`src/rtl/pattern_detector.sv`:
```
// Serial bit-pattern detector with programmable pattern and overlap mode.
// Optional saturating match counter is built when PATDET_COUNT_EN is defined.
module pattern_detector #(
  parameter int WIDTH = 5,
  parameter int CNT_W = 8
) (
  input  logic             clk,
  input  logic             rst,
  input  logic             data,
  input  logic             valid,
  input  logic             clear,
  input  logic             overlap,
  input  logic [WIDTH-1:0] pattern,
  output logic             out,
  output logic [WIDTH-1:0] temp,
  output logic [CNT_W-1:0] match_cnt
);

  localparam int FW = $clog2(WIDTH + 1);
  localparam logic [FW-1:0] FULL = FW'(WIDTH);
  localparam logic [FW-1:0] ONE  = FW'(1);

  logic [FW-1:0]    fill;
  logic [FW-1:0]    fill_n;
  logic [WIDTH-1:0] temp_n;
  logic             out_n;
  logic             accept;
  logic             restart;

  assign accept  = valid && !clear;
  // A reported match in non-overlap mode consumes the history.
  assign restart = !overlap && out;

  always_comb begin
    temp_n = temp;
    fill_n = fill;
    out_n  = out;
    if (clear) begin
      temp_n = '0;
      fill_n = '0;
      out_n  = 1'b0;
    end else if (valid) begin
      if (restart) begin
        temp_n = {{(WIDTH-1){1'b0}}, data};
        fill_n = ONE;
      end else begin
        temp_n = {temp[WIDTH-2:0], data};
        fill_n = (fill == FULL) ? fill : fill + ONE;
      end
      out_n = (fill_n == FULL) && (temp_n == pattern);
    end
  end

  always_ff @(posedge clk or negedge rst) begin
    if (!rst) begin
      temp <= '0;
      fill <= '0;
      out  <= 1'b0;
    end else begin
      temp <= temp_n;
      fill <= fill_n;
      out  <= out_n;
    end
  end

`ifdef PATDET_COUNT_EN
  localparam logic [CNT_W-1:0] CMAX = '1;

  logic [CNT_W-1:0] cnt;

  always_ff @(posedge clk or negedge rst) begin
    if (!rst) begin
      cnt <= '0;
    end else if (clear) begin
      cnt <= '0;
    end else if (accept && out_n && cnt != CMAX) begin
      cnt <= cnt + CNT_W'(1);
    end
  end

  assign match_cnt = cnt;
`else
  logic unused_cnt;

  assign unused_cnt = accept;
  assign match_cnt  = '0;
`endif

endmodule

```
`config.mk`:
```
export PLATFORM = sky130hd
export DESIGN_NAME = pattern_detector
export DESIGN_NICKNAME = d
export VERILOG_FILES = /design/src/rtl/pattern_detector.sv
export SDC_FILE = /design/constraint.sdc
export NUM_CORES = 1
export LEC_CHECK = 0
export CORE_MARGIN = 4
export CORE_UTILIZATION = 45
export CTS_CLUSTER_SIZE = 16
export DETAILED_ROUTE_END_ITERATION = 12
export DONT_BUFFER_PORTS = 1
export PLACE_DENSITY = 0.7
export SYNTH_ARGS = -nofsm -noshare
export SYNTH_HDL_FRONTEND = slang
export SYNTH_SLANG_ARGS = --single-unit
```
`constraint.sdc`:
```
create_clock -name clk -period 1.7 [get_ports clk]
set_input_delay 0.425 -clock clk [delete_from_list [all_inputs] [get_ports clk]]
set_output_delay 0.425 -clock clk [all_outputs]
set_load 0.005 [all_outputs]
```
==> metrics, run 1 <==
slowest cell on the critical path=dfrtp_1; Reg clk slew, reported paths=60 ps; DRT iter0 DRCs=13; die width=45.8 um; fmax=0.661 GHz; Final period util=89.0%; worst hold path class=in -> reg; die area=0.00210 mm^2; Reg2Reg Depth=6; PwrDens=688 mW/mm^2; DR pass1 iterations=4; fin crit period=1510 ps; post-DR wirelength/cell=14.6 um; post-synthesis cell type count=29; Hold Crit Depth=1; clock share of power=36.7%; finished layout cell area=664 um^2; Max Fanout on Critical Path=8; Net Sw Frac=26.4%; overall routing resource usage=12.8%; IO Count=25; Vias/cell=5.63; worst path cell trace=ha_1 -> nand2_1 -> nor2_1 -> a21oi_2 -> o32ai_1 -> a32o_1; Worst Hold Path EP=temp[2]; Area Overhead vs Synth=3.11%; final wirelength=1330 um; share of layout cells above drive strength 1=9.21%; Reg-to-Reg Start=fill[0]; # fillers=124; CP required=1860 ps; Longest Clk Path Bufs=2; dpl hpwl=961 um; synthesis warning total=0; grt total ovfl=0; antenna cell count=0; setup tns final=0 ps; final core occ=50.4%; Seq cells post-synth=9; Worst Path Class, Setup=reg -> reg; Syn Area/Cell=8.71 um^2; number of nets in the layout=90; NetSw=121 uW; Final Hold Viols=0; global-route wire length before repair=1920 um; Post-CTS Setup Bufs=0; Final Max Slew Viols=0; number of global-route vias before repair=480; CP top delay family=flip-flops; CTS tree=done; std cell rows=13; Final ANT Viol Nets=0; R2R Path End=out; DP Area=623 um^2; Die Height=45.8 um; max cap viols=0; DRC Markers=0; core area=0.00132 mm^2; largest net degree at the start of global routing=18; initial antenna violation count=0; Final setup viols=0; CP endpoint kind=flip-flop; CP Launch Type=flip-flop; min-delay src=clear; Seq pwr share=50.8%; CTS sink cnt=9; flop2flop setup slack=190 ps; Layout Cells excl Fill=91; post-synthesis sequential area ratio=35.0%; Syn Std Cell Area=644 um^2; H-tree levels=1; clk_skew=1.08 ps; status=complete, no violations; dpl cells=86; worst skew pair latency=260 ps; Comb pwr share=12.5%; slowest stage delay, CP=460 ps; unrepaired setup endpoints after global routing=no; starting density of the core=48.9%; VDD IR max=0.549 mV; Leak=0.276 nW; Port Buffers=0; Worst EP arrival=1670 ps; vias post-DR=512; Mapped Cells=74; Crit path buffers/inverters=0; CTS Buf Count=3; internal power=336 uW; Final GP Congestion=0.718; CTS root buf=clkbuf_4
==> per-layer routing <==
metal  global-route usage (%)  vias to the layer above  routed length (um)
met5                        0                        -                   0
met4                        0                        0                   0
met3                     8.30                        0                 150
met2                     19.5                       23                 567
met1                     16.2                      234                 611
li1                         -                      255                   -
==> cell usage after synthesis <==
cell	n	area [um^2]
nor3_1	1	5.00
a32o_1	1	10.0
buf_1	1	3.75
nand3_1	6	30.0
a211oi_1	3	22.5
xnor2_1	3	26.3
buf_2	2	10.0
a31o_1	1	8.76
nand3b_1	1	7.51
nand4_1	2	12.5
a21oi_2	1	8.76
buf_4	8	60.1
and4bb_1	1	12.5
nor2_1	5	18.8
nand2b_1	5	31.3
nor4_1	1	6.26
inv_1	2	7.51
mux2i_1	1	10.0
dfrtp_1	9	225
o32ai_1	1	8.76
nand4b_1	1	8.76
or2b_1	1	7.51
o21ai_1	1	5.00
conb_1	1	3.75
nand2_1	2	7.51
ha_1	2	25.0
o311ai_0	1	8.76
a21oi_1	9	45.0
o21a_1	1	7.51
==> power groups by stage <==
stage / Clock (mW) / Sequential, mW / Combinational (mW)
after global placement: 0 / 0.235 / 0.0465
after detailed placement: 0 / 0.236 / 0.0485
after CTS: 0.172 / 0.232 / 0.0557
after floorplan: 0 / 0.233 / 0.0622
final: 0.168 / 0.232 / 0.0573
after global routing: 0.184 / 0.233 / 0.0640
==> cell type report <==
| cell class | instances | area, um^2 | share of cell area [%] |
|---|---|---|---|
| clock buffer | 3 | 22.5 | 3.39 |
| clock inverter | 1 | 5.00 | 0.753 |
| inverter | 2 | 7.51 | 1.13 |
| multi-input combinational | 59 | 368 | 55.4 |
| sequential | 9 | 225 | 33.9 |
| tap | 15 | 18.8 | 2.82 |
| timing repair buffer | 2 | 17.5 | 2.64 |
==> flip-flops by register name, indices dropped and copies added (netlist names) <==
name and flops:
temp 5, out 1, fill 3
==> kinds of logic after synthesis <==
group / synth area share [%]
and+or+nand+nor: 22.9
buffers and inverters: 12.6
muxes: 1.55
DFF: 35.0
other: 0.582
AOI/OAI and AO/OA: 19.4
xor gates and xnor gates: 4.08
adders and majority gates: 3.88
==> cells in the final DEF (no fill, tap or decap), drive strengths merged, types with 2 or more instances in the layout <==
cell	synthesis	layout
inv	2	2
dfrtp	9	9
nand3	6	6
a211oi	3	3
clkbuf	0	3
ha	2	2
a21oi	10	10
nand2	2	2
nand2b	5	5
conb	1	8
nor2	5	5
nand4	2	2
xnor2	3	3
==> timing repair <==
item                                    in CTS  in global routing
gates resized for setup                      0                  1
hold buffers                                 1                  0
hold endpoints to repair                     9                  0
endpoints found under the setup margin       0                  1
==> through the flow <==
| step | setup WS [ps] | power [mW] | hold WS [ps] |
|---|---|---|---|
| global placement | 256 | 0.282 | 130 |
| floorplan | 302 | 0.295 | 129 |
| finish | 187 | 0.457 | 214 |
| global route | 59.0 | 0.481 | 201 |
| detailed placement | 177 | 0.284 | 130 |
| CTS | 127 | 0.459 | 209 |
==> worst reg2reg max path: stages, from the launching register on <==
cell and delay (ps):
dfrtp_1 460, ha_1 280, nand2_1 150, nor2_1 70, a21oi_2 140, o32ai_1 100
a32o_1 220
==> how the worst max path moves through the flow <==
stage               startpoint   to  slack (ps)  cells past startpoint
floorplan              fill[0]  out         300                      6
global placement       fill[0]  out         260                      6
detailed placement     fill[0]  out         180                      6
CTS                    fill[0]  out         130                      6
global route           fill[0]  out          60                      6
finish                 fill[0]  out         190                      6
No activity file was read; power rests on OpenSTA's default activity.
==> run 2, diff against run 1 <==
CORE_MARGIN = 2   (was 4)
==> run 2 against run 1 <==
Compared with the run above: sequential power about the same; combinational power shrank 5.2%; first-iteration DRC count up 7.7%; critical path depth did not move; cell count did not move; worst setup slack lost 36 ps; worst hold slack got worse by 3.3 ps; largest power group unchanged; highest routed layer is now met4.
==> metrics, run 2 (synthesis gave the netlist of run 1 again) <==
grt total ovfl=0; fmax=0.646 GHz; Largest Register=temp; status=complete, no violations; post-DR wirelength/cell=13.7 um; # fillers=124; Leak=0.275 nW; final worst setup slack=151 ps; antenna cell count=0; Post-CTS Setup Bufs=0; die width=41.8 um; share of layout cells above drive strength 1=7.89%; Longest Clk Path Bufs=2; worst skew pair latency=270 ps; Final GP Congestion=0.864; commonest non-fill, non-tap cells in the layout=a21oi_1, dfrtp_1, conb_1; finished layout cell area=661 um^2; Final ANT Viol Nets=0; core area=0.00132 mm^2; std cell rows=13; Reg clk slew, reported paths=60 ps; Final period util=91.1%; IO Count=25; CP Launch Type=flip-flop; number of flip-flops in the largest register=5; Worst Path Class, Setup=reg -> reg; CP endpoint kind=flip-flop; initial antenna violation count=0; worst hold path class=in -> reg; final wirelength=1250 um; Final Hold Viols=0; Final Max Slew Viols=0; DRT iter0 DRCs=14; number of global-route vias before repair=468; Area Overhead vs Synth=2.52%; post-CTS sizing=0; final core occ=50.1%; PwrDens=688 mW/mm^2; setup tns final=0 ps; pre-CTS WS=172 ps; CTS tree=done; CTS root buf=clkbuf_4; Final setup viols=0; unrepaired setup endpoints after global routing=no; CTS sink cnt=9; DRC Markers=0; overall routing resource usage=15.8%; final hold slack=210 ps; DP Area=623 um^2; vias post-DR=513; Die Height=41.8 um; max cap viols=0; top flop regs=temp x5, fill x3, out x1; DR pass1 iterations=4; Vias/cell=5.64; VDD IR max=0.400 mV; Layout Cells excl Fill=91; Worst EP arrival=1710 ps; starting density of the core=48.9%; CP required=1860 ps; dpl hpwl=905 um; CTS Buf Count=3; Tot Pwr=454 uW; largest net degree at the start of global routing=18; clk_skew=1.96 ps; Port Buffers=0; fin crit period=1550 ps; number of nets in the layout=90; H-tree levels=1; hold_buf cts=1; Max Fanout on Critical Path=8; die area=0.00175 mm^2; global-route wire length before repair=2010 um; dpl cells=86
[run 2: cell counts in the layout (fill, tap and decap cells not counted)]
No cell type changed its count.
[run 2: critical path, cell delays in order (launching register included)]
cell and delay [ps]:
dfrtp_1 460, ha_1 270, nand2_1 140, nor2_1 50, a21oi_1 180, o32ai_1 120
a32o_1 220
[run 2: report_power, final]
part	leakage [nW]	internal [mW]	switching [mW]
logic	0.134	0.0273	0.0270
registers	0.123	0.221	0.0110
clock network	0.0177	0.0871	0.0811
[run 2: final timing paths]
path	slack (ps)	cells after the start	from	endpoint
min	210	1	clear	temp[4]
min reg2reg	560	1	out	out
max	150	6	fill[0]	out
max reg2reg	150	6	fill[0]	out
max in group asynchronous	890	1	rst	temp[0]
min in group asynchronous	520	1	rst	temp[3]
[run 2: metal layers]
layer	GRT usage [%]	up-vias	wire, um
met5	0	-	0
met4	11.0	0	31
met3	9.57	5	118
met2	19.1	26	522
met1	20.1	229	574
li1	-	253	-
[run 2: final cells by class]
type | count | area, um^2 | area share (%)
clock buffer | 3 | 22.5 | 3.41
inverter | 2 | 7.51 | 1.14
timing repair buffer | 2 | 17.5 | 2.65
tap | 15 | 18.8 | 2.84
clock inverter | 1 | 5.00 | 0.758
sequential | 9 | 225 | 34.1
multi-input combinational | 59 | 364 | 55.1
==> run 3, diff against run 2 <==
CORE_MARGIN = 1   (was 2)
==> run 3 against run 2 <==
Compared with the run above: core utilization unchanged; sequential share of layout area unchanged; worst hold slack better by 6.9 ps; critical path type unchanged.
==> metrics, run 3 (synthesis gave the netlist of run 1 again) <==
status=complete, no violations; worst path cell trace=ha_1 -> nand2_1 -> nor2_1 -> a21oi_1 -> o32ai_1 -> a32o_1; antenna cell count=0; DR pass1 iterations=4; Crit path buffers/inverters=0; CTS root buf=clkbuf_4; core area=0.00132 mm^2; Final GP Congestion=0.846; IO Count=25; global-route wire length before repair=1730 um; final hold slack=217 ps; number of global-route vias before repair=428; unrepaired setup endpoints after global routing=no; share of layout cells above drive strength 1=7.89%; final wirelength=1230 um; Seq pwr share=51.4%; Worst EP arrival=1730 ps; max cap viols=0; VDD IR max=0.465 mV; fin crit period=1580 ps; fmax=0.632 GHz; Reg2Reg Depth=6; Die Height=39.8 um; internal power=335 uW; Max Fanout on Critical Path=8; Final period util=93.1%; Reg clk slew, reported paths=60 ps; Vias/cell=5.81; Largest Register=temp; worst skew pair latency=260 ps; Final setup viols=0; Net Sw Frac=25.8%; DRC Markers=0; Comb pwr share=12.2%; Leak=0.275 nW; hold_buf cts=1; Area Overhead vs Synth=2.52%; CTS tree=done; setup tns final=0 ps; CP required=1850 ps; post-CTS sizing=0; Worst Path Class, Setup=reg -> reg; Longest Clk Path Bufs=2; worst hold path class=in -> reg; starting density of the core=48.9%; commonest non-fill, non-tap cells in the layout=a21oi_1, dfrtp_1, conb_1; CTS sink cnt=9; std cell rows=13; PwrDens=684 mW/mm^2; Final Max Slew Viols=0; die area=0.00159 mm^2; Crit path depth=6; dpl hpwl=916 um; Final Hold Viols=0; H-tree levels=1; Final ANT Viol Nets=0; number of nets in the layout=90; slowest stage delay, CP=460 ps; number of flip-flops in the largest register=5; CP endpoint kind=flip-flop; largest net degree at the start of global routing=18; CTS Buf Count=3; clk_skew=0.533 ps; clock share of power=36.5%; slowest cell on the critical path=dfrtp_1; Port Buffers=0; initial antenna violation count=0; DRT iter0 DRCs=9; grt total ovfl=0; Post-CTS Setup Bufs=0; post-DR wirelength/cell=13.5 um; NetSw=117 uW; CP Launch Type=flip-flop; top flop regs=temp x5, fill x3, out x1; CP top delay family=compound AO/OA/AOI/OAI gates; overall routing resource usage=17.4%; die width=39.8 um; vias post-DR=529; Hold Crit Depth=1
==> run 3: per-layer routing <==
metal / vias to the layer above / part of all wire (%) / global-route usage (%)
met5: - / 0 / 0
met2: 28 / 45 / 23.4
met3: 0 / 9.3 / 9.09
met1: 244 / 45 / 23.7
met4: 0 / 0 / 5.17
li1: 257 / - / -
==> run 3: stage by stage <==
| step | cell area, um^2 | setup WS (ps) | std cells | utilization [%] | total power, mW |
|---|---|---|---|---|---|
| after floorplan | 671 | 302 | 81 | - | 0.295 |
| after global placement | 623 | 229 | 86 | 47.3 | 0.282 |
| after detailed placement | 623 | 155 | 86 | 47.3 | 0.284 |
| after CTS | 661 | 139 | 91 | 50.1 | 0.456 |
| after global routing | 661 | 34.5 | 91 | 50.1 | 0.482 |
| final | 661 | 117 | 91 | 50.1 | 0.452 |
==> run 3: final cells by class <==
cell class              instances  area (um^2)
clock buffers                   3         22.5
clock inverters                 1         5.00
fillers                       128          657
inverters                       2         7.51
multi-input cells              59          364
flip-flops and latches          9          225
well taps                      15         18.8
repair buffers                  2         17.5
==> run 3: final timing paths <==
kind	startpoint	to	slack, ps
max reg2reg	fill[0]	out	120
min	clear	temp[4]	220
max	fill[0]	out	120
min in group asynchronous	rst	temp[2]	530
min reg2reg	temp[4]	temp[4]	560
max in group asynchronous	rst	out	870
==> run 3: power groups by stage <==
stage	Combinational, mW	Sequential [mW]	Clock (mW)
2_1_floorplan	0.0622	0.233	0
3_3_place_gp	0.0467	0.235	0
3_5_place_dp	0.0488	0.236	0
4_1_cts	0.0550	0.232	0.169
5_1_grt	0.0625	0.233	0.187
6_report	0.0550	0.232	0.165
==> run 3: worst register-to-register path: cells and delay by family, from the launching register on <==
| family | cells | cell delay [ps] |
|---|---|---|
| and+or+nand+nor | 2 | 190 |
| AOI/OAI and AO/OA | 3 | 560 |
| adders and majority gates | 1 | 270 |
| DFF | 1 | 460 |
